## src/rtl/led_ctrl.sv

```systemverilog
// led_ctrl: NCH-channel LED driver; each channel is off/on/follow/blink/stretch/pwm, set through a write port.
// Latency: led/busy are registered and show channel state one sys_clk edge later.
// Backpressure: none; a config write lands in one cycle, and writes to channels >= NCH are dropped.
module led_ctrl #(
  parameter int NCH       = 8,
  parameter int PRESC_DIV = 1_000_000,
  parameter int TCNT_W    = 16,
  parameter int ARG_W     = 8,
  parameter int PWM_W     = 4
) (
  input  logic                   sys_clk,
  input  logic                   sys_rst,
  input  logic [NCH-1:0]         evt,
  input  logic                   cfg_we,
  input  logic [$clog2(NCH)-1:0] cfg_ch,
  input  logic [2:0]             cfg_mode,
  input  logic [ARG_W-1:0]       cfg_arg,
  output logic [NCH-1:0]         led,
  output logic [NCH-1:0]         busy
);

  localparam int CH_W = $clog2(NCH);
  localparam int PR_W = $clog2(PRESC_DIV);
  localparam int BI_W = $clog2(TCNT_W);

  localparam logic [2:0] MODE_OFF     = 3'd0;
  localparam logic [2:0] MODE_ON      = 3'd1;
  localparam logic [2:0] MODE_FOLLOW  = 3'd2;
  localparam logic [2:0] MODE_BLINK   = 3'd3;
  localparam logic [2:0] MODE_STRETCH = 3'd4;
  localparam logic [2:0] MODE_PWM     = 3'd5;

  logic [PR_W-1:0]   presc;
  logic              tick;
  logic [TCNT_W-1:0] tcnt;
  logic [PWM_W-1:0]  pwm_ph;
  logic [NCH-1:0]    evt_q;
  logic [NCH-1:0]    rise;
  logic [NCH-1:0]    ch_wr;
  logic [2:0]        mode [NCH];
  logic [ARG_W-1:0]  arg  [NCH];
  logic [ARG_W-1:0]  scnt [NCH];
  logic [NCH-1:0]    led_d;
  logic [NCH-1:0]    busy_d;
  logic [BI_W-1:0]   bidx;

  assign tick = (presc == PR_W'(PRESC_DIV - 1));
  assign rise = evt & ~evt_q;

  // Decode the write strobe per channel; channel numbers >= NCH match nothing.
  always_comb begin
    ch_wr = '0;
    for (int i = 0; i < NCH; i++) begin
      ch_wr[i] = cfg_we && (cfg_ch == CH_W'(i));
    end
  end

  // Shared timebase: prescaler, tick counter and free-running PWM phase.
  always_ff @(posedge sys_clk) begin
    if (sys_rst) begin
      presc  <= '0;
      tcnt   <= '0;
      pwm_ph <= '0;
    end else begin
      presc  <= tick ? '0 : presc + PR_W'(1);
      pwm_ph <= pwm_ph + PWM_W'(1);
      if (tick) begin
        tcnt <= tcnt + TCNT_W'(1);
      end
    end
  end

  // Per-channel config and stretch counters; a write clears the counter and
  // beats a rise in the same cycle, and a rise reload beats a tick decrement.
  always_ff @(posedge sys_clk) begin
    if (sys_rst) begin
      evt_q <= '0;
      for (int i = 0; i < NCH; i++) begin
        mode[i] <= MODE_OFF;
        arg[i]  <= '0;
        scnt[i] <= '0;
      end
    end else begin
      evt_q <= evt;
      for (int i = 0; i < NCH; i++) begin
        if (ch_wr[i]) begin
          mode[i] <= cfg_mode;
          arg[i]  <= cfg_arg;
          scnt[i] <= '0;
        end else if (mode[i] != MODE_STRETCH) begin
          scnt[i] <= '0;
        end else if (rise[i]) begin
          scnt[i] <= (arg[i] == '0) ? ARG_W'(1) : arg[i];
        end else if (tick && (scnt[i] != '0)) begin
          scnt[i] <= scnt[i] - ARG_W'(1);
        end
      end
    end
  end

  // Next LED/busy value from the current mode; blink bit index saturates at the counter MSB.
  always_comb begin
    led_d  = '0;
    busy_d = '0;
    bidx   = '0;
    for (int i = 0; i < NCH; i++) begin
      busy_d[i] = |scnt[i];
      bidx = (arg[i] >= ARG_W'(TCNT_W - 1)) ? BI_W'(TCNT_W - 1) : BI_W'(arg[i]);
      case (mode[i])
        MODE_ON:      led_d[i] = 1'b1;
        MODE_FOLLOW:  led_d[i] = evt_q[i];
        MODE_BLINK:   led_d[i] = tcnt[bidx];
        MODE_STRETCH: led_d[i] = |scnt[i];
        MODE_PWM:     led_d[i] = (pwm_ph < arg[i][PWM_W-1:0]);
        default:      led_d[i] = 1'b0;
      endcase
    end
  end

  // Output registers.
  always_ff @(posedge sys_clk) begin
    if (sys_rst) begin
      led  <= '0;
      busy <= '0;
    end else begin
      led  <= led_d;
      busy <= busy_d;
    end
  end

endmodule

```

## config.mk

```make
export PLATFORM = sky130hd
export DESIGN_NAME = led_ctrl
export DESIGN_NICKNAME = d
export VERILOG_FILES = /design/src/rtl/led_ctrl.sv
export SDC_FILE = /design/constraint.sdc
export NUM_CORES = 1
export LEC_CHECK = 0
export CAP_MARGIN = 20
export CORE_MARGIN = 8
export CORE_UTILIZATION = 62
export CTS_CLUSTER_DIAMETER = 50
export DETAILED_ROUTE_END_ITERATION = 7
export GPL_TIMING_DRIVEN = 0
export PLACE_DENSITY = 0.92
export SLEW_MARGIN = 15
export SYNTH_ARGS = -nofsm -noshare
export SYNTH_HDL_FRONTEND = slang
export SYNTH_SLANG_ARGS = --single-unit
export TNS_END_PERCENT = 10
```

## constraint.sdc

```tcl
create_clock -name sys_clk -period 2.9 [get_ports sys_clk]
set_input_delay 0.87 -clock sys_clk [delete_from_list [all_inputs] [get_ports sys_clk]]
set_output_delay 0.87 -clock sys_clk [all_outputs]
set_load 0.02 [all_outputs]
```

==> metrics.md <==
| Metric | Value |
|---|---|
| Gp weighted congestion | 0.954 |
| GR Overflow Total | 0 |
| Area contributors post-synth | edfxtp_1, dfxtp_1, ha_1 |
| Fin nets | 1,343 |
| Commonest cells after routing, fill and taps aside | edfxtp_1, nor2_1, nand2_1, o21ai_0, inv_1 |
| Starting Density | 63.6% |
| CP required | 3070 ps |
| # rows | 50 |
| Clock transition at path regs | around 60 ps |
| Die Area | about 24,000 um2 |
| Share of the synthesized area in the top cell type | 38.3% |
| Critical path peak fanout | 11 |
| Max-slew violation count | 0 |
| Number of global-route vias before repair | 9,628 |
| DRC | 0 |
| Asr flop ratio synth | 0% |
| Post-synthesis cell type count | 50 |
| Register share of total power | 46.5% |
| Worst slack at placement | -997 ps |
| Part of the cycle the worst path needs | 99.7% |
| WHS | between 400 and 500 ps |
| DPL Wire Length | ~21 mm |
| Most common cell after layout, fill and taps aside | edfxtp_1 |
| CTS tree | built |
| DRT Wirelength | 31.0 mm |
| Setup Viol. Count Final | 0 |
| Min cycle time layout | about 2900 ps |
| Peak supply drop | 0.467 mV |
| Cell Int Power | 5780 uW |
| Synth Warn # | 0 |
| Worst Skew | 9.54 ps |
| WL/cell | slightly above 20 um |
| Num ports | 41 |
| CTS sink count | about 220 |
| Sw Ratio | 25.4% |
| Cells after Synth | 1,209 |
| WL met2 | 14.7 mm |
| Min-delay worst type | register to register |
| CTS Buf Count | 26 |
| DR top layer | met4 |
| Main flop type after synthesis | edfxtp_1 |
| Crit-path cells | clkbuf_1, clkbuf_2, clkbuf_1, clkbuf_2, nand2b_1 |
| Share of layout cells above drive strength 1 | 6.40% |
| Critical path endpoint category | register |
| Data arrival, critical path | 3060 ps |
| Non-Filler Instances | 1,530 |
| Floorplan core area | about 19,000 um2 |
| RSZ-0062 raised after global routing | yes |
| Max-cap violations | 0 |
| I/O Buffers | 39 |
| CTS H-tree depth | 1 |
| Leakage power | 0.00502 uW |
| Die W | 155 um |
| Syn nets | 1,276 |
| Metal1 wirelength | 11.4 mm |
| Setup bufs post-CTS | 0 |
| Post-synth EDFFs | around 150 |
| Status | finished, final reports clean |
| Critical Path Start Type | primary input |
| Largest net degree at the start of global routing | 16 |
| Power, Total | 7750 uW |
| R2R Setup Slk | roughly 210 ps |
| Synth Cell Area | roughly 12,000 um2 |
| Root Driver | clkbuf_16 |
| Achievable frequency | roughly 350 MHz |
| CP max stage delay | 510 ps |
| WS Path Type | primary input to register |
| Sequential share of the synthesized area | 49.0% |
| TritonRoute pass-1 iters | 6 |
| Clk buf depth | 3 |
| Vias per cell | between 6 and 7 |
| Sw power | 1970 uW |
| Starting DRT DRC Count | 1,108 |
| Seq cells post-synth | 216 |
| Logic pwr share | about a tenth |
| Dpl cells | approximately 1,500 |
| Later-pin clock latency in the skew report | 530 ps |
| Worst-Margin Slew | 967 ps |
| CTS Hold Buffers Added | 0 |
| Area grow syn2layout | 13.7% |
| Syn avg cell area | 9.87 um2 |
| Area leader, netlist | edfxtp_1 |
| ANT cells | 0 |
| Max_slew headroom | 34.9% |
| Routed Antenna Nets | 0 |
| DR WL met3 | 3.28 mm |
| Worst setup margin | 9.52 ps |
| Antenna violations before repair | 0 |
| Final setup TNS | 0 ps |
| Pwr Density | 572 nW/um2 |
| GR Util All Layers | 25.3% |
| Clock share of power | 43.0% |
| Vias post-DR | 9,994 |
| Critical path's slowest cell | clkbuf_1 |
| Die Height | around 150 um |
| Final Hold Fails | 0 |
| First-pass GRT wire length | slightly below 50 mm |
worst max-delay path, delay by kind of cell:
family	cells	cell delay, ps
and+or+nand+nor	1	470
buffers and inverters	4	1710
cell families (layout without fill, tap and decap cells):
kind of cell,Yosys count,in the layout,synth area share (%)
buffers and inverters,119,206,3.75
adder cells (fa/ha/maj),42,42,4.40
AO/OA/AOI/OAI,219,219,10.7
flip-flops,216,216,49.0
XOR/XNOR,74,74,5.43
multiplexers,34,34,4.55
AND/OR/NAND/NOR,505,505,22.2
layout make-up:
| cell class | instances | area (um2) |
|---|---|---|
| flip-flops and latches | 216 | 5850 |
| multi-input cells | 874 | 5670 |
| fillers | 1225 | 5210 |
| clock buffers | 36 | 772 |
| repair buffers | 39 | 390 |
| well taps | 234 | 293 |
| inverters | 67 | 251 |
| plain buffers | 52 | 203 |
| clock inverters | 12 | 131 |
through the flow:
step / instance area (um2) / util, %
after CTS: 13500 / 72.1
after global routing: 13600 / 72.3
after detailed placement: 12600 / 67.2
after global placement: 12600 / 67.2
after floorplan: 11900 / -
final: 13600 / 72.3
cell usage after synthesis, drive strengths merged (2+ instances only):
| master | count |
|---|---|
| and3 | 6 |
| or4b | 2 |
| nor3 | 22 |
| nand4 | 10 |
| clkbuf | 50 |
| inv | 67 |
| nor2 | 135 |
| nor4bb | 9 |
| and2 | 2 |
| and4 | 4 |
| buf | 2 |
| mux4 | 16 |
| or3 | 19 |
| edfxtp | 152 |
| a211oi | 14 |
| nor2b | 12 |
| nand2b | 36 |
| xnor2 | 41 |
| nand2 | 123 |
| dfxtp | 64 |
| a21oi | 47 |
| mux2 | 2 |
| ha | 42 |
| nand3 | 23 |
| o211ai | 16 |
| mux2i | 16 |
| a22oi | 15 |
| nand4bb | 7 |
| or4 | 8 |
| nand3b | 32 |
| o21ai | 104 |
| or4bb | 3 |
| o31ai | 10 |
| nand4b | 3 |
| xor2 | 33 |
| nor4 | 30 |
| a31oi | 6 |
| nor3b | 18 |
routing by layer:
metal	global-route usage [%]	vias up
met5	0	-
met4	13.4	0
met3	4.46	144
met2	42.2	656
met1	31.0	4674
li1	-	4520
path summary, 6_finish.rpt:
kind	start	endpoint	cells after the start
min	presc[0]$_SDFF_PP0_	presc[0]$_SDFF_PP0_	1
max	sys_rst	mode[0][3]$_SDFFCE_PN0P_	5
max reg2reg	presc[0]$_SDFF_PP0_	scnt[0][25]$_SDFFCE_PN0P_	7
min reg2reg	presc[0]$_SDFF_PP0_	presc[0]$_SDFF_PP0_	1
power by group through the flow:
| stage | registers [uW] | clock network (uW) | logic (uW) |
|---|---|---|---|
| global placement | 3650 | 0 | 752 |
| CTS | 3600 | 3350 | 795 |
| floorplan | 3650 | 0 | 511 |
| finish | 3610 | 3340 | 807 |
| global route | 3630 | 3470 | 880 |
| detailed placement | 3670 | 0 | 779 |
flip-flops by register name (all words and copies together), names as in the netlist:
name / flops
evt_q: 8
led: 8
tcnt: 16
mode: 24
presc: 20
pwm_ph: 4
arg: 64
busy: 8
scnt: 64
what timing repair did:
| item | in CTS | in global routing |
|---|---|---|
| resized for setup | 6 | 12 |
| pin swaps | 0 | 0 |
| setup endpoints to repair | 188 | 109 |
(Power assumes the default switching activity.)
